===== config.mk =====
export PLATFORM = sky130hd
export DESIGN_NAME = decrypt
export DESIGN_NICKNAME = d
export VERILOG_FILES = /design/src/rtl/decrypt_pkg.sv /design/src/rtl/decrypt_cipher.sv /design/src/rtl/decrypt.sv
export SDC_FILE = /design/constraint.sdc
export NUM_CORES = 1
export LEC_CHECK = 0
export BUFFER_PORTS_ARGS = -buffer_cell sky130_fd_sc_hd__buf_4
export CORE_ASPECT_RATIO = 1.5
export CORE_UTILIZATION = 59
export DETAILED_ROUTE_END_ITERATION = 10
export PLACE_DENSITY = 0.83
export SLEW_MARGIN = 15
export SYNTH_ARGS = -nofsm -noshare
export SYNTH_HDL_FRONTEND = slang
export SYNTH_HIERARCHICAL = 1
export SYNTH_SLANG_ARGS = --single-unit

===== constraint.sdc =====
create_clock -name clk -period 2.5 [get_ports clk]
set_input_delay 0.375 -clock clk [delete_from_list [all_inputs] [get_ports clk]]
set_output_delay 0.375 -clock clk [all_outputs]
set_load 0.01 [all_outputs]

===== src/rtl/decrypt_pkg.sv =====
// Shared definitions for the encrypt/decrypt pair: cipher modes, the
// decrypt FSM states and the default key material.
package decrypt_pkg;

    // Cipher mode, encoded as carried on the select bus.
    typedef enum logic [1:0] {
        BYPASS = 2'b00,
        XOR    = 2'b01,
        ROTATE = 2'b10,
        CHAIN  = 2'b11
    } mode_e;

    // Decrypt control FSM states.
    typedef enum logic [1:0] {
        IDLE   = 2'b00,
        DECODE = 2'b01,
        OUTPUT = 2'b10
    } state_e;

    // Defaults shared with encrypt so both ends agree out of the box.
    localparam logic [7:0] KEY_DEFAULT = 8'hA5;
    localparam logic [7:0] IV_DEFAULT  = 8'h3C;
    localparam int         ROT_DEFAULT = 3;

endpackage


===== src/rtl/decrypt_cipher.sv =====
// Purely combinational inverse cipher: turns one ciphertext byte into
// plaintext for the given mode. The chain value is supplied by the caller.
module decrypt_cipher
    import decrypt_pkg::*;
#(
    parameter logic [7:0] KEY = KEY_DEFAULT,
    parameter int         ROT = ROT_DEFAULT
) (
    input  logic [7:0] c,
    input  mode_e      mode,
    input  logic [7:0] prev,
    output logic [7:0] p
);

    // Rotating right by ROT is picking 8 bits starting at ROT out of the
    // byte concatenated with itself.
    logic [15:0] c_twice;
    assign c_twice = {c, c};

    // Select the inverse transform for the requested mode.
    always_comb begin
        p = c;
        case (mode)
            BYPASS:  p = c;
            XOR:     p = c ^ KEY;
            ROTATE:  p = c_twice[ROT +: 8];
            CHAIN:   p = c ^ prev ^ KEY;
            default: p = c;
        endcase
    end

endmodule


===== src/rtl/decrypt.sv =====
// Byte-serial decrypter: accepts one ciphertext byte, decodes it, and holds
// the plaintext until the consumer takes it. Owns the FSM, chain register
// and delivered-byte counter; the transform itself lives in decrypt_cipher.
//
// Handshakes: a byte moves on a rising edge where valid and ready are both 1.
// Input side: in_ready is 1 only in IDLE (and never during reset), so at most
// one byte is in flight. Output side: once out_valid rises, de_data stays
// fixed and out_valid stays 1 until an edge with out_ready = 1.
module decrypt
    import decrypt_pkg::*;
#(
    parameter logic [7:0] KEY = KEY_DEFAULT,
    parameter logic [7:0] IV  = IV_DEFAULT,
    parameter int         ROT = ROT_DEFAULT
) (
    input  logic       clk,
    input  logic       rst,
    input  logic [1:0] select,
    input  logic [7:0] en_data,
    input  logic       in_valid,
    output logic       in_ready,
    input  logic       chain_clr,
    output logic [7:0] de_data,
    output logic       out_valid,
    input  logic       out_ready,
    output logic [7:0] byte_cnt,
    output logic [1:0] state_dbg
);

    state_e     state_q;
    state_e     state_d;
    logic       accept;
    logic       deliver;
    logic [7:0] c_q;       // latched ciphertext
    mode_e      mode_q;    // latched mode
    logic [7:0] chain_q;   // chain value this byte decodes with
    logic [7:0] prev_q;    // running chain register
    logic [7:0] plain;

    assign in_ready  = (state_q == IDLE) & ~rst;
    assign accept    = in_valid & in_ready;
    assign deliver   = out_valid & out_ready;
    assign state_dbg = state_q;

    // Next-state logic: one byte walks IDLE -> DECODE -> OUTPUT -> IDLE.
    always_comb begin
        state_d = state_q;
        case (state_q)
            IDLE:    if (accept)  state_d = DECODE;
            DECODE:  state_d = OUTPUT;
            OUTPUT:  if (deliver) state_d = IDLE;
            default: state_d = IDLE;
        endcase
    end

    // State register.
    always_ff @(posedge clk or posedge rst) begin
        if (rst) state_q <= IDLE;
        else     state_q <= state_d;
    end

    // Capture the byte, its mode and its chain value so later input
    // changes (including chain_clr) cannot disturb the byte in flight.
    always_ff @(posedge clk or posedge rst) begin
        if (rst) begin
            c_q     <= 8'h00;
            mode_q  <= BYPASS;
            chain_q <= 8'h00;
        end else if (accept) begin
            c_q     <= en_data;
            mode_q  <= mode_e'(select);
            chain_q <= chain_clr ? IV : prev_q;
        end
    end

    // Chain register: a chained byte becomes the next chain value, which
    // takes precedence over a coincident chain_clr (that clear was already
    // applied to the byte itself via chain_q).
    always_ff @(posedge clk or posedge rst) begin
        if (rst)                                         prev_q <= IV;
        else if (accept && (mode_e'(select) == CHAIN))   prev_q <= en_data;
        else if (chain_clr)                              prev_q <= IV;
    end

    decrypt_cipher #(
        .KEY (KEY),
        .ROT (ROT)
    ) u_cipher (
        .c    (c_q),
        .mode (mode_q),
        .prev (chain_q),
        .p    (plain)
    );

    // Output register: de_data loads in DECODE; out_valid rises on the
    // following edge and drops when the consumer takes the byte.
    always_ff @(posedge clk or posedge rst) begin
        if (rst) begin
            de_data   <= 8'h00;
            out_valid <= 1'b0;
        end else begin
            if (state_q == DECODE) de_data <= plain;
            if (deliver)                 out_valid <= 1'b0;
            else if (state_q == OUTPUT)  out_valid <= 1'b1;
        end
    end

    // Delivered-byte counter; wraps naturally at 8 bits.
    always_ff @(posedge clk or posedge rst) begin
        if (rst)          byte_cnt <= 8'h00;
        else if (deliver) byte_cnt <= byte_cnt + 8'd1;
    end

endmodule


=== Word-level counts from Yosys, hierarchy flattened ===
Index checks and enable logic that the tools add are counted.

* Word-level logic and storage cells: 37
* Register bits after elaboration: 45

* Equal/unequal tests: 8
* Multiplexer cells: 8
* Reduce and logical (&&, ||, !) cells: 5
* Bitwise operators: 7
* $add $sub $neg: 1

{| class="wikitable"
|+ Operator list
! operator !! count
|-
| 8-bit case mux with 4 select lines || 1
|-
| 8-bit 2-to-1 mux || 2
|-
| 8-bit by 1-bit adder with 8-bit output (second input constant) || 1
|-
| 2-bit == test (second input constant) || 4
|-
| 4-bit NOT || 2
|-
| 8-bit bitwise XOR || 1
|-
| 2-bit case mux with 3 select lines || 1
|-
| 2-bit by 1-bit == test with 1-bit output (second input constant) || 2
|-
| 2-bit logical NOT || 2
|-
| 2-bit 2-to-1 mux || 2
|-
| 2-bit inequality test (second input constant) || 2
|-
| 1-bit bitwise AND || 3
|-
| 1-bit 2-to-1 mux || 2
|-
| 2-bit AND reduction || 1
|-
| 2-bit nonzero test || 1
|-
| 1-bit logical AND || 1
|-
| 1-bit NOT || 1
|}

=== Depth between registers and ports, before layout ===
Gate-level depths: netlist of run 1.

* Depth in word-level cells: 5
* Depth in mapped cells: 6
* Mapped depth without buffers: 4

=== Cells and area by module ===
Netlist of run 1, hierarchy kept.

{| class="wikitable"
|+ By module, submodules not included
! module !! instances !! area an instance (um2) !! cells each
|-
| decrypt || 1 || 1794.2 || 118
|-
| decrypt_cipher || 1 || 264.0 || 36
|}

=== Least setup slack after synthesis of run 1 ===
OpenSTA, ideal clock, no wires.

* Kind: register to register
* Start: register state_q[0] (netlist: state_dbg[0])
* End: register c_q[5]
* Library setup time: 0.125 ns
* Setup slack: 0.987 ns
* Cell stages (with the launch flop): 5
* Arrival time: 1.389 ns
* Cell sequence: dfrtp_1 -> nor4b_2 -> buf_4 -> buf_6 -> mux2_2

* Word-level cells in the longest chain between the ends: 3

{| class="wikitable"
|+ Ends and longest elaborated chain
! what !! RTL line !! source
|-
| start: declaration || decrypt.sv:30 || <nowiki>state_e state_q;</nowiki>
|-
| start signal: assignment || decrypt.sv:59 || <nowiki>else state_q <= state_d;</nowiki>
|-
| 2-bit logical NOT || decrypt.sv:40 || <nowiki>assign in_ready = (state_q == IDLE) & ~rst;</nowiki>
|-
| 1-bit bitwise AND || decrypt.sv:40 ||
|-
| 1-bit bitwise AND || decrypt.sv:41 || <nowiki>assign accept = in_valid & in_ready;</nowiki>
|-
| end signal: assignment || decrypt.sv:70 || <nowiki>c_q <= en_data;</nowiki>
|-
| end: declaration || decrypt.sv:34 || <nowiki>logic [7:0] c_q;</nowiki>
|}

Every way passes these cells.
A chain may end at the register's enable or synchronous reset.

=== Final worst setup path of run 1 ===
* Start: register state_q[0] (netlist: state_dbg[0])
* End: register prev_q[0]

* Word-level cells in the longest chain between the ends: 5

{| class="wikitable"
|+ Ends and longest elaborated chain
! what !! RTL line !! source
|-
| 2-bit logical NOT || decrypt.sv:40 ||
|-
| 1-bit bitwise AND || decrypt.sv:40 ||
|-
| 1-bit bitwise AND || decrypt.sv:41 ||
|-
| 1-bit logical AND || decrypt.sv:81 || <nowiki>else if (accept && (mode_e'(select) == CHAIN)) prev_q <= en_data;</nowiki>
|-
| 8-bit 2-to-1 mux || decrypt.sv:81 ||
|-
| end signal: assignment || decrypt.sv:81 ||
|-
| end: declaration || decrypt.sv:37 || <nowiki>logic [7:0] prev_q;</nowiki>
|}

Every way passes these cells.

==> results.sh, run 1 <==
export IMPL_fin_crit_sh_pct=67.2
export IMPL_port_buffers=34
export IMPL_hold_path_class="input pin to async pin"
export IMPL_dr_max_layer_used="met4"
export IMPL_die_h_um=74.3
export IMPL_htreeDepth=2
export IMPL_relSlewSlack_pct=55.6
export IMPL_io_pins=35
export IMPL_fmaxAchievable_ghz=0.595
export IMPL_ys_ff_latch=45
export IMPL_synth_ff_type="dfrtp_1"
export IMPL_p_per_area_nw_per_um2=1100
export IMPL_syn_area_um2=2060
export IMPL_maxCapViolations=0
export IMPL_status="completed"
export IMPL_yosys_area_share_simple_pct=8.88
export IMPL_grt_pass1_wl_mm=6.32
export IMPL_diodes=0
export IMPL_drt_iter0_markers=18
export IMPL_crit_path_cell_trace="nor4b_4 -> and3_1 -> mux2_2"
export IMPL_critPathLaunchType="register"
export IMPL_clkLatencyLatePin_ps=300
export IMPL_start_util_pct=63.3
export IMPL_gp_congestion=0.720
export IMPL_finalCriticalPeriod_ps=1680
export IMPL_met2_length_mm=2.03
export IMPL_hold_viol_final=0
export IMPL_cp_slowest_cell="dfrtp_1"
export IMPL_synthAdderAreaFrac_pct=0.608
export IMPL_final_cell_mix="dfrtp_1, buf_4, mux2_2"
export IMPL_r2r_start="state_dbg[0]"
export IMPL_yosysWarnings=6
export IMPL_cts_buffer_depth=2
export IMPL_synth_compound_area_share_pct=3.40
export IMPL_route_met3_wl_um=126
export IMPL_ys_seq_area_share_pct=55.0
export IMPL_viasPerCell=5.63
export IMPL_ctsHoldBuffers=0
export IMPL_cts_tree="yes"
export IMPL_async_flop_share_pct=100
export IMPL_vias=1296
export IMPL_cp_arrival_ps=1870
export IMPL_timing_final_max_slew_violations=0
export IMPL_dr_pass1_iters=4
export IMPL_dieArea_um2=3730
export IMPL_crit_required_ps=2690
export IMPL_crit_end="prev_q[0]"
export IMPL_cts_sinks=45
export IMPL_finalWorstSetupSlack_ps=820
export IMPL_r2r_end="prev_q[0]"
export IMPL_root_buffer="clkbuf_8"
export IMPL_dp_final_hpwl_mm=2.61
export IMPL_cp_max_fo=8
export IMPL_numCtsBuffers=5
export IMPL_syn_to_final_growth_pct=17.6
export IMPL_grt_total_usage_pct=23.6
export IMPL_drc=0
export IMPL_final_antenna_net_count=0
export IMPL_grt_max_degree=46
export IMPL_path_clk_slew_ps=80
export IMPL_rsz0062_at_grt="no"
export IMPL_fin_nets=205
export IMPL_synthCells=154
export IMPL_crit_type="register to register"
export IMPL_gr_total_overflow=0
export IMPL_reg2reg_depth=3
export IMPL_final_common_cell="dfrtp_1"
export IMPL_grt_pass1_vias=1336
export IMPL_place_ws_ps=830
export IMPL_peakVddDrop_mv=0.747
export IMPL_r2r_slack_ps=820
export IMPL_syn_nets=170
export IMPL_cpPeakStageDelay_ps=440
export IMPL_synthMuxAreaShare_pct=23.5
export IMPL_endpoint_kind="register"
export IMPL_cts_resized=0
export IMPL_max_slew_worst_pin_slew_ps=667
export IMPL_die_w_um=50.2
export IMPL_tns_ps=0
export IMPL_synth_top_family_by_area="multiplexers"
export IMPL_skew_ps=12.0
export IMPL_nFillCells=225
export IMPL_drive_above_1_share_pct=45.8
export IMPL_synth_edf_count=0
export IMPL_cts_setup_buffers=0
export IMPL_antenna_found_initial=0
export IMPL_drt_wl_total_mm=3.72
export IMPL_crit_path_start="state_dbg[0]"
export IMPL_core_um2=3250
export IMPL_synthDistinctLibCells=28
export IMPL_synth_xor_area_share_pct=4.68
export IMPL_wl_per_cell_um=16.2
export IMPL_num_rows=25
export IMPL_finalSetupViolations=0
export IMPL_leakagePower_nw=1.08
export IMPL_wl_met1_mm=1.49
export IMPL_avgSynthCellArea_um2=13.4
==> sequential cells by signal, indices dropped and copies added (netlist names) <==
| name | flops |
|---|---|
| out_valid | 1 |
| mode_q | 2 |
| prev_q | 8 |
| c_q | 8 |
| byte_cnt | 8 |
| chain_q | 8 |
| state_dbg | 2 |
| de_data | 8 |
==> power breakdown <==
part           switching, mW  internal (mW)  leakage, nW  total (mW)
sequential             0.281          0.952        0.542        1.23
clock                  0.241          0.300       0.0554       0.541
combinational          0.356          0.543        0.487       0.899
total                  0.879           1.79         1.08        2.67
==> per-stage QoR <==
step,std cells,hold slack [ps],utilization (%),power [mW],area (um^2)
2_1_floorplan,154,468,-,1.86,2060
3_3_place_gp,222,464,71.0,2.10,2310
3_5_place_dp,222,467,71.0,2.16,2310
4_1_cts,230,255,74.4,2.70,2420
5_1_grt,230,263,74.4,2.84,2420
6_report,230,248,74.4,2.67,2420
==> critical path, delay by kind of cell, from the launching register on <==
kind | cells | cell delay [ps]
flops | 1 | 440
mux | 1 | 380
simple gates | 2 | 750
==> how the worst min path moves through the flow <==
stage | endpoint | slack (ps) | depth (start not counted)
after floorplan | out_valid | 470 | 1
after CTS | c_q[5] | 260 | 3
after global placement | byte_cnt[7] | 460 | 1
final | mode_q[1] | 250 | 3
after global routing | out_valid | 260 | 2
after detailed placement | byte_cnt[7] | 470 | 1
==> area by class of cell <==
cell class                      instances  area (um^2)  area share [%]
Inverter                                1         3.75           0.155
Timing Repair Buffer                   36          270            11.2
Clock inverter                          2         38.8            1.60
Clock buffer                            6         72.6            3.00
Tap cell                               40         50.0            2.07
Sequential cell                        45         1130            46.7
Multi-Input combinational cell        100          855            35.3
==> cell usage after synthesis, types with 2 or more instances <==
cell type	number	area share, %
nand2b_1	2	0.61
dfstp_2	4	5.1
a21oi_1	4	0.97
o22ai_1	4	1.2
or2_2	4	1.2
mux2i_1	9	4.4
nand4_1	4	1.2
and3_1	3	0.91
nand2_1	6	1.1
mux2_2	35	19
dfrtp_1	41	50
o21ai_1	4	0.97
nand3_1	4	0.97
buf_6	3	1.6
buf_4	2	0.73
xnor2_1	10	4.3
nor2b_1	4	1.2
==> metal layers <==
layer / vias up / global-route usage [%]
li1: 610 / -
met1: 652 / 26.8
met2: 29 / 41.6
met3: 5 / 6.34
met4: 0 / 9.84
met5: - / 0
==> logic make-up (layout without fill, tap and decap cells) <==
family | Yosys count | in the layout
xor gates and xnor gates | 11 | 11
muxes | 44 | 44
AOI/OAI and AO/OA | 13 | 13
buffers and inverters | 9 | 45
adders and majority gates | 1 | 1
DFF | 45 | 45
and+or+nand+nor | 31 | 31
(Power assumes the default switching activity.)
==> run 2, diff against run 1 <==
ABC_AREA = 1   (was unset)
CORE_UTILIZATION = 50   (was 59)
PLACE_DENSITY = 0.74   (was 0.83)
clock period = 1.4 ns   (was 2.5 ns; I/O delays follow)
==> run 2 against run 1 <==
The run now ends with design-rule violations left. Synthesized cell count increased by 89%. Routed wire length rose by 5.0%. Sequential cell count did not move. Clock power rose by 39%. Via count up 37%. Register-to-register slack worse by 690 ps. Non-clock buffer count up 1. Power grew 82%. Final cell count increased by 63%. Largest cell class unchanged.
==> results.sh, run 2 <==
export IMPL_status="finished, violations left"
export IMPL_violations="design-rule violations"
export IMPL_final_cell_mix="nand2_1, dfrtp_1, inv_1"
export IMPL_yosys_area_top_type_share_pct=45.6
export IMPL_rsz0062_at_grt="no"
export IMPL_skew_ps=1.51
export IMPL_dp_final_hpwl_mm=2.99
export IMPL_root_buffer="clkbuf_8"
export IMPL_swShare_pct=39.2
export IMPL_r2r_slack_ps=130
export IMPL_p_seq_share_pct=45.3
export IMPL_viasPerCell=4.73
export IMPL_htreeDepth=2
export IMPL_synthDistinctLibCells=25
export IMPL_fin_crit_sh_pct=94.6
export IMPL_path_clk_slew_ps=70
export IMPL_antenna_found_initial=0
export IMPL_dr_pass1_iters=7
export IMPL_internal_power_mw=2.97
export IMPL_comb_power_share_pct=39.3
export IMPL_io_pins=35
export IMPL_clkPwrFrac_pct=15.4
export IMPL_timing_final_max_slew_violations=0
export IMPL_cts_tree="yes"
export IMPL_grt_pass1_wl_mm=6.89
export IMPL_r2r_start="state_dbg[0]"
export IMPL_ys_ff_latch=45
export IMPL_r2r_end="prev_q[1]"
export IMPL_yosysWarnings=6
export IMPL_yosys_area_top_type="dfrtp_1"
export IMPL_relSlewSlack_pct=73.4
export IMPL_maxCapViolations=0
export IMPL_die_w_um=56.8
export IMPL_drc=6
export IMPL_dieArea_um2=4770
export IMPL_grt_max_degree=27
export IMPL_cpPeakStageDelay_ps=420
export IMPL_final_common_cell="nand2_1"
export IMPL_p_per_area_nw_per_um2=1870
export IMPL_vias=1780
export IMPL_synth_common_cells="nand2_1, dfrtp_1, inv_1"
export IMPL_num_rows=29
export IMPL_p_sw_mw=1.91
export IMPL_wl_per_cell_um=10.4
export IMPL_grt_pass1_vias=1591
export IMPL_critPathLaunchType="register"
export IMPL_peakVddDrop_mv=0.941
export IMPL_endpoint_kind="primary output"
export IMPL_drt_iter0_markers=67
export IMPL_cp_max_fo=4
export IMPL_crit_required_ps=1190
export IMPL_finalSetupViolations=0
export IMPL_hold_viol_final=0
export IMPL_core_um2=4280
export IMPL_synth_most_common_cell="nand2_1"
export IMPL_place_area_um2=2530
export IMPL_cp_arrival_ps=1110
export IMPL_avgSynthCellArea_um2=7.73
export IMPL_grt_total_usage_pct=18.6
export IMPL_tns_ps=0
export IMPL_finalCriticalPeriod_ps=1320
export IMPL_fin_area_um2=2610
export IMPL_yosys_top_cells_area="dfrtp_1, nand2_1, inv_1"
export IMPL_crit_path_cell_trace="nor3_1 -> buf_4"
export IMPL_die_h_um=84.1
export IMPL_fin_nets=345
export IMPL_final_antenna_net_count=0
export IMPL_syn_area_um2=2250
export IMPL_fmaxAchievable_ghz=0.755
export IMPL_synthCells=291
export IMPL_reg2reg_depth=4
export IMPL_ys_seq_area_share_pct=50.3
export IMPL_ctsHoldBuffers=0
export IMPL_gr_total_overflow=0
export IMPL_cts_buffer_depth=2
export IMPL_crit_type="register to primary output"
export IMPL_max_slew_worst_pin_slew_ps=399
export IMPL_hold_path_class="input pin to async pin"
export IMPL_diodes=0
export IMPL_gp_congestion=0.843
export IMPL_synth_edf_count=0
export IMPL_drive_above_1_share_pct=20.3
export IMPL_cp_slowest_cell="dfrtp_1"
export IMPL_synth_ff_type="dfrtp_1"
export IMPL_numCtsBuffers=5
export IMPL_syn_to_final_growth_pct=16.0
export IMPL_start_util_pct=52.5
export IMPL_clkLatencyLatePin_ps=290
export IMPL_syn_nets=307
export IMPL_drt_wl_total_mm=3.90
export IMPL_port_buffers=34
export IMPL_leakagePower_nw=1.44
export IMPL_cts_sinks=45
export IMPL_async_flop_share_pct=100
run 2: changes by cell type after synthesis, moves of 5 or more:
cell,delta
nand2_1,+128
inv_1,+39
mux2_2,-34
nand3_1,+17
mux2i_1,-9
xnor2_1,-9
nor2_1,+8
o21ai_2,+8
inv_2,+5
run 2: worst max-delay path by stage:
| stage | from | end | slack, ps | cells past startpoint |
|---|---|---|---|---|
| 6_report | state_dbg[0] | in_ready | 80 | 2 |
| 5_1_grt | mode_q[0] | de_data[4] | 10 | 6 |
| 4_1_cts | state_dbg[0] | de_data[2] | 50 | 4 |
| 3_5_place_dp | state_dbg[0] | de_data[2] | 80 | 4 |
| 3_3_place_gp | state_dbg[0] | de_data[5] | 110 | 4 |
| 2_1_floorplan | rst | c_q[0] | -240 | 6 |
run 2: cell families after synthesis:
kind of cell | count (synthesis) | synth area share (%)
flops | 45 | 50.3
xor+xnor | 3 | 1.17
buf+inv | 51 | 10.2
fa+ha+maj | 1 | 0.556
mux | 1 | 0.501
simple gates | 174 | 32.4
compound gates | 16 | 4.90
run 2: routing by layer:
metal,vias to the layer above,share of wire (%),wire length (um),track usage [%]
li1,959,-,-,-
met1,784,43,1680,21.1
met2,31,51,2010,32.5
met3,6,3.8,149,5.24
met4,0,1.8,70,7.98
met5,-,0,0,0
run 2: cell type report:
cell class | count | area (um^2)
Multi-Input combinational cell | 195 | 888
Inverter | 45 | 173
Clock buffer | 8 | 80.1
Timing Repair Buffer | 37 | 278
Fill cell | 417 | 1670
Tap cell | 46 | 57.6
Sequential cell | 45 | 1130
run 2: metrics by stage:
stage	total power, mW	setup WS [ps]	utilization (%)	cells	hold slack (ps)
floorplan	3.58	-235	-	291	239
global placement	4.12	108	59.0	368	341
detailed placement	4.17	77.3	59.0	368	348
CTS	4.92	51.7	60.9	376	28.8
global route	5.33	10.1	60.9	376	35.9
finish	4.88	76.3	60.9	376	19.6
run 2: critical path, delay by kind of cell (launching register included):
family                 cells  cell delay, ps
and+or+nand+nor            1             240
buffers and inverters      1             160
DFF                        1             420
run 2: power groups by stage:
stage               logic (mW)  registers, mW  clock network [mW]
floorplan                 1.36           2.22                   0
finish                    1.92           2.21               0.750
global placement          1.90           2.22                   0
global route              2.20           2.29               0.837
detailed placement        1.93           2.24                   0
CTS                       1.94           2.21               0.772
run 2: repair_timing:
item | in CTS | in global routing
hold endpoints to repair | 0 | 0
endpoints found under the setup margin | 0 | 7
buffers inserted | 0 | 0
resized for setup | 0 | 1
==> run 3, diff against run 2 <==
ABC_CLOCK_PERIOD_IN_PS = 1400   (was unset)
CORE_MARGIN = 5   (was unset)
==> run 3 against run 2 <==
The run now ends clean. Worst setup slack lost 61 ps. Clock skew grew 4.3 ps. Fmax shrank 4.4%. Critical path type is now input pin to primary output. Critical endpoint unchanged. Largest power group unchanged.
==> results.sh, run 3 (synthesis gave the netlist of run 2 again) <==
export IMPL_fin_nets=347
export IMPL_diodes=0
export IMPL_num_rows=30
export IMPL_wl_per_cell_um=11.1
export IMPL_timing_final_max_slew_violations=0
export IMPL_root_buffer="clkbuf_8"
export IMPL_tns_ps=0
export IMPL_crit_type="input pin to primary output"
export IMPL_htreeDepth=2
export IMPL_comb_power_share_pct=39.1
export IMPL_cpPeakStageDelay_ps=540
export IMPL_die_w_um=64.8
export IMPL_path_clk_slew_ps=80
export IMPL_final_cell_mix="nand2_1, dfrtp_1, inv_1"
export IMPL_cp_arrival_ps=1180
export IMPL_swShare_pct=39.0
export IMPL_final_common_cell="nand2_1"
export IMPL_clkLatencyLatePin_ps=290
export IMPL_min_path_cells=3
export IMPL_rsz0062_at_grt="no"
export IMPL_drt_iter0_markers=48
export IMPL_crit_top_cell="buf_4"
export IMPL_finalSetupViolations=0
export IMPL_vias=1785
export IMPL_skew_ps=5.76
export IMPL_gr_total_overflow=0
export IMPL_crit_path_cell_trace="dlygate4sd3_1 -> buf_4 -> nor3_1 -> buf_4"
export IMPL_fin_cells=380
export IMPL_final_antenna_net_count=0
export IMPL_fmaxAchievable_ghz=0.722
export IMPL_syn_to_final_growth_pct=18.0
export IMPL_dr_pass1_iters=4
export IMPL_reg2reg_depth=6
export IMPL_cp_slowest_cell="dlygate4sd3_1"
export IMPL_port_buffers=34
export IMPL_internal_power_mw=3.07
export IMPL_start_util_pct=50.8
export IMPL_finalCriticalPeriod_ps=1390
export IMPL_status="completed"
export IMPL_numCtsBuffers=5
export IMPL_crit_required_ps=1190
export IMPL_holdWs_ps=117
export IMPL_drt_wl_total_mm=4.23
export IMPL_p_seq_share_pct=43.8
export IMPL_dieArea_um2=5970
export IMPL_antenna_found_initial=0
export IMPL_cts_sinks=45
export IMPL_relSlewSlack_pct=71.6
export IMPL_die_h_um=92.1
export IMPL_grt_pass1_vias=1806
export IMPL_drc=0
export IMPL_hold_path_class="input pin to register"
export IMPL_hold_viol_final=0
export IMPL_gp_congestion=0.800
export IMPL_drive_above_1_share_pct=21.4
export IMPL_viasPerCell=4.70
export IMPL_cts_tree="yes"
export IMPL_grt_pass1_wl_mm=7.60
export IMPL_max_slew_worst_pin_slew_ps=426
export IMPL_clkPwrFrac_pct=17.0
export IMPL_peakVddDrop_mv=0.901
export IMPL_io_pins=35
export IMPL_endpoint_kind="primary output"
export IMPL_nFillCells=436
export IMPL_cts_buffer_depth=2
export IMPL_dp_final_hpwl_mm=3.27
export IMPL_critPathLaunchType="input pin"
export IMPL_seqCellArea_um2=1130
export IMPL_core_um2=4430
export IMPL_p_per_area_nw_per_um2=1890
export IMPL_multi_input_area_um2=888
export IMPL_p_sw_mw=1.96
export IMPL_maxCapViolations=0
export IMPL_total_power_mw=5.03
export IMPL_grt_total_usage_pct=16.3
export IMPL_fin_crit_sh_pct=98.9
export IMPL_cp_max_fo=2
export IMPL_leakagePower_nw=1.46
export IMPL_post_place_cells=370
export IMPL_grt_max_degree=36
run 3: changes by cell type in the layout (fill, tap and decap cells not counted):
cell / delta
dlygate4sd3_1: +1
clkbuf_8: +2
clkinv_2: +1
clkbuf_1: -3
buf_6: +1
run 3: area by class of cell:
class,count,share of cell area [%]
clock buffer,7,3.63
timing repair buffer,39,11.3
multi-input combinational,195,33.5
clock inverter,1,0.189
inverter,45,6.51
tap,48,2.26
sequential,45,42.6
run 3: routing by layer:
metal / track usage, % / vias up / share of wire, %
li1: - / 964 / -
met1: 16.2 / 779 / 40
met2: 31.3 / 36 / 53
met3: 3.19 / 6 / 4.9
met4: 7.41 / 0 / 1.7
met5: 0 / - / 0
run 3: final timing paths:
kind                       startpoint     endpoint  slack, ps
hold / removal             en_data[4]       c_q[4]        120
min in group asynchronous         rst    prev_q[6]        550
max in group asynchronous         rst  byte_cnt[2]        410
setup / recovery                  rst     in_ready         10
hold reg to reg            de_data[1]   de_data[1]        490
setup reg to reg            mode_q[0]   de_data[0]        170
run 3: stage by stage:
stage / utilization (%) / setup WS [ps] / instance area (um^2)
5_1_grt: 59.9 / 8.48 / 2650
3_3_place_gp: 57.1 / 110 / 2530
6_report: 59.9 / 15.0 / 2650
3_5_place_dp: 57.1 / 51.9 / 2530
4_1_cts: 59.6 / 19.7 / 2640
2_1_floorplan: - / -235 / 2260
run 3: power by group through the flow:
stage          Clock [mW]  Combinational, mW  Sequential, mW
2_1_floorplan           0               1.36            2.22
3_3_place_gp            0               1.92            2.22
3_5_place_dp            0               1.97            2.23
4_1_cts             0.891               1.99            2.20
5_1_grt             0.940               2.27            2.29
6_report            0.857               1.97            2.20
run 3: critical path, delay by kind of cell:
| kind | cells | cell delay (ps) |
|---|---|---|
| buffers and inverters | 3 | 840 |
| AND/OR/NAND/NOR | 1 | 130 |
run 3: repair_timing:
action                     4_1_cts  5_1_grt
buffers inserted                 0        1
hold buffers                     1        0
gates resized for setup          0        2
hold endpoints to repair         6        0
setup endpoints to repair        0       24
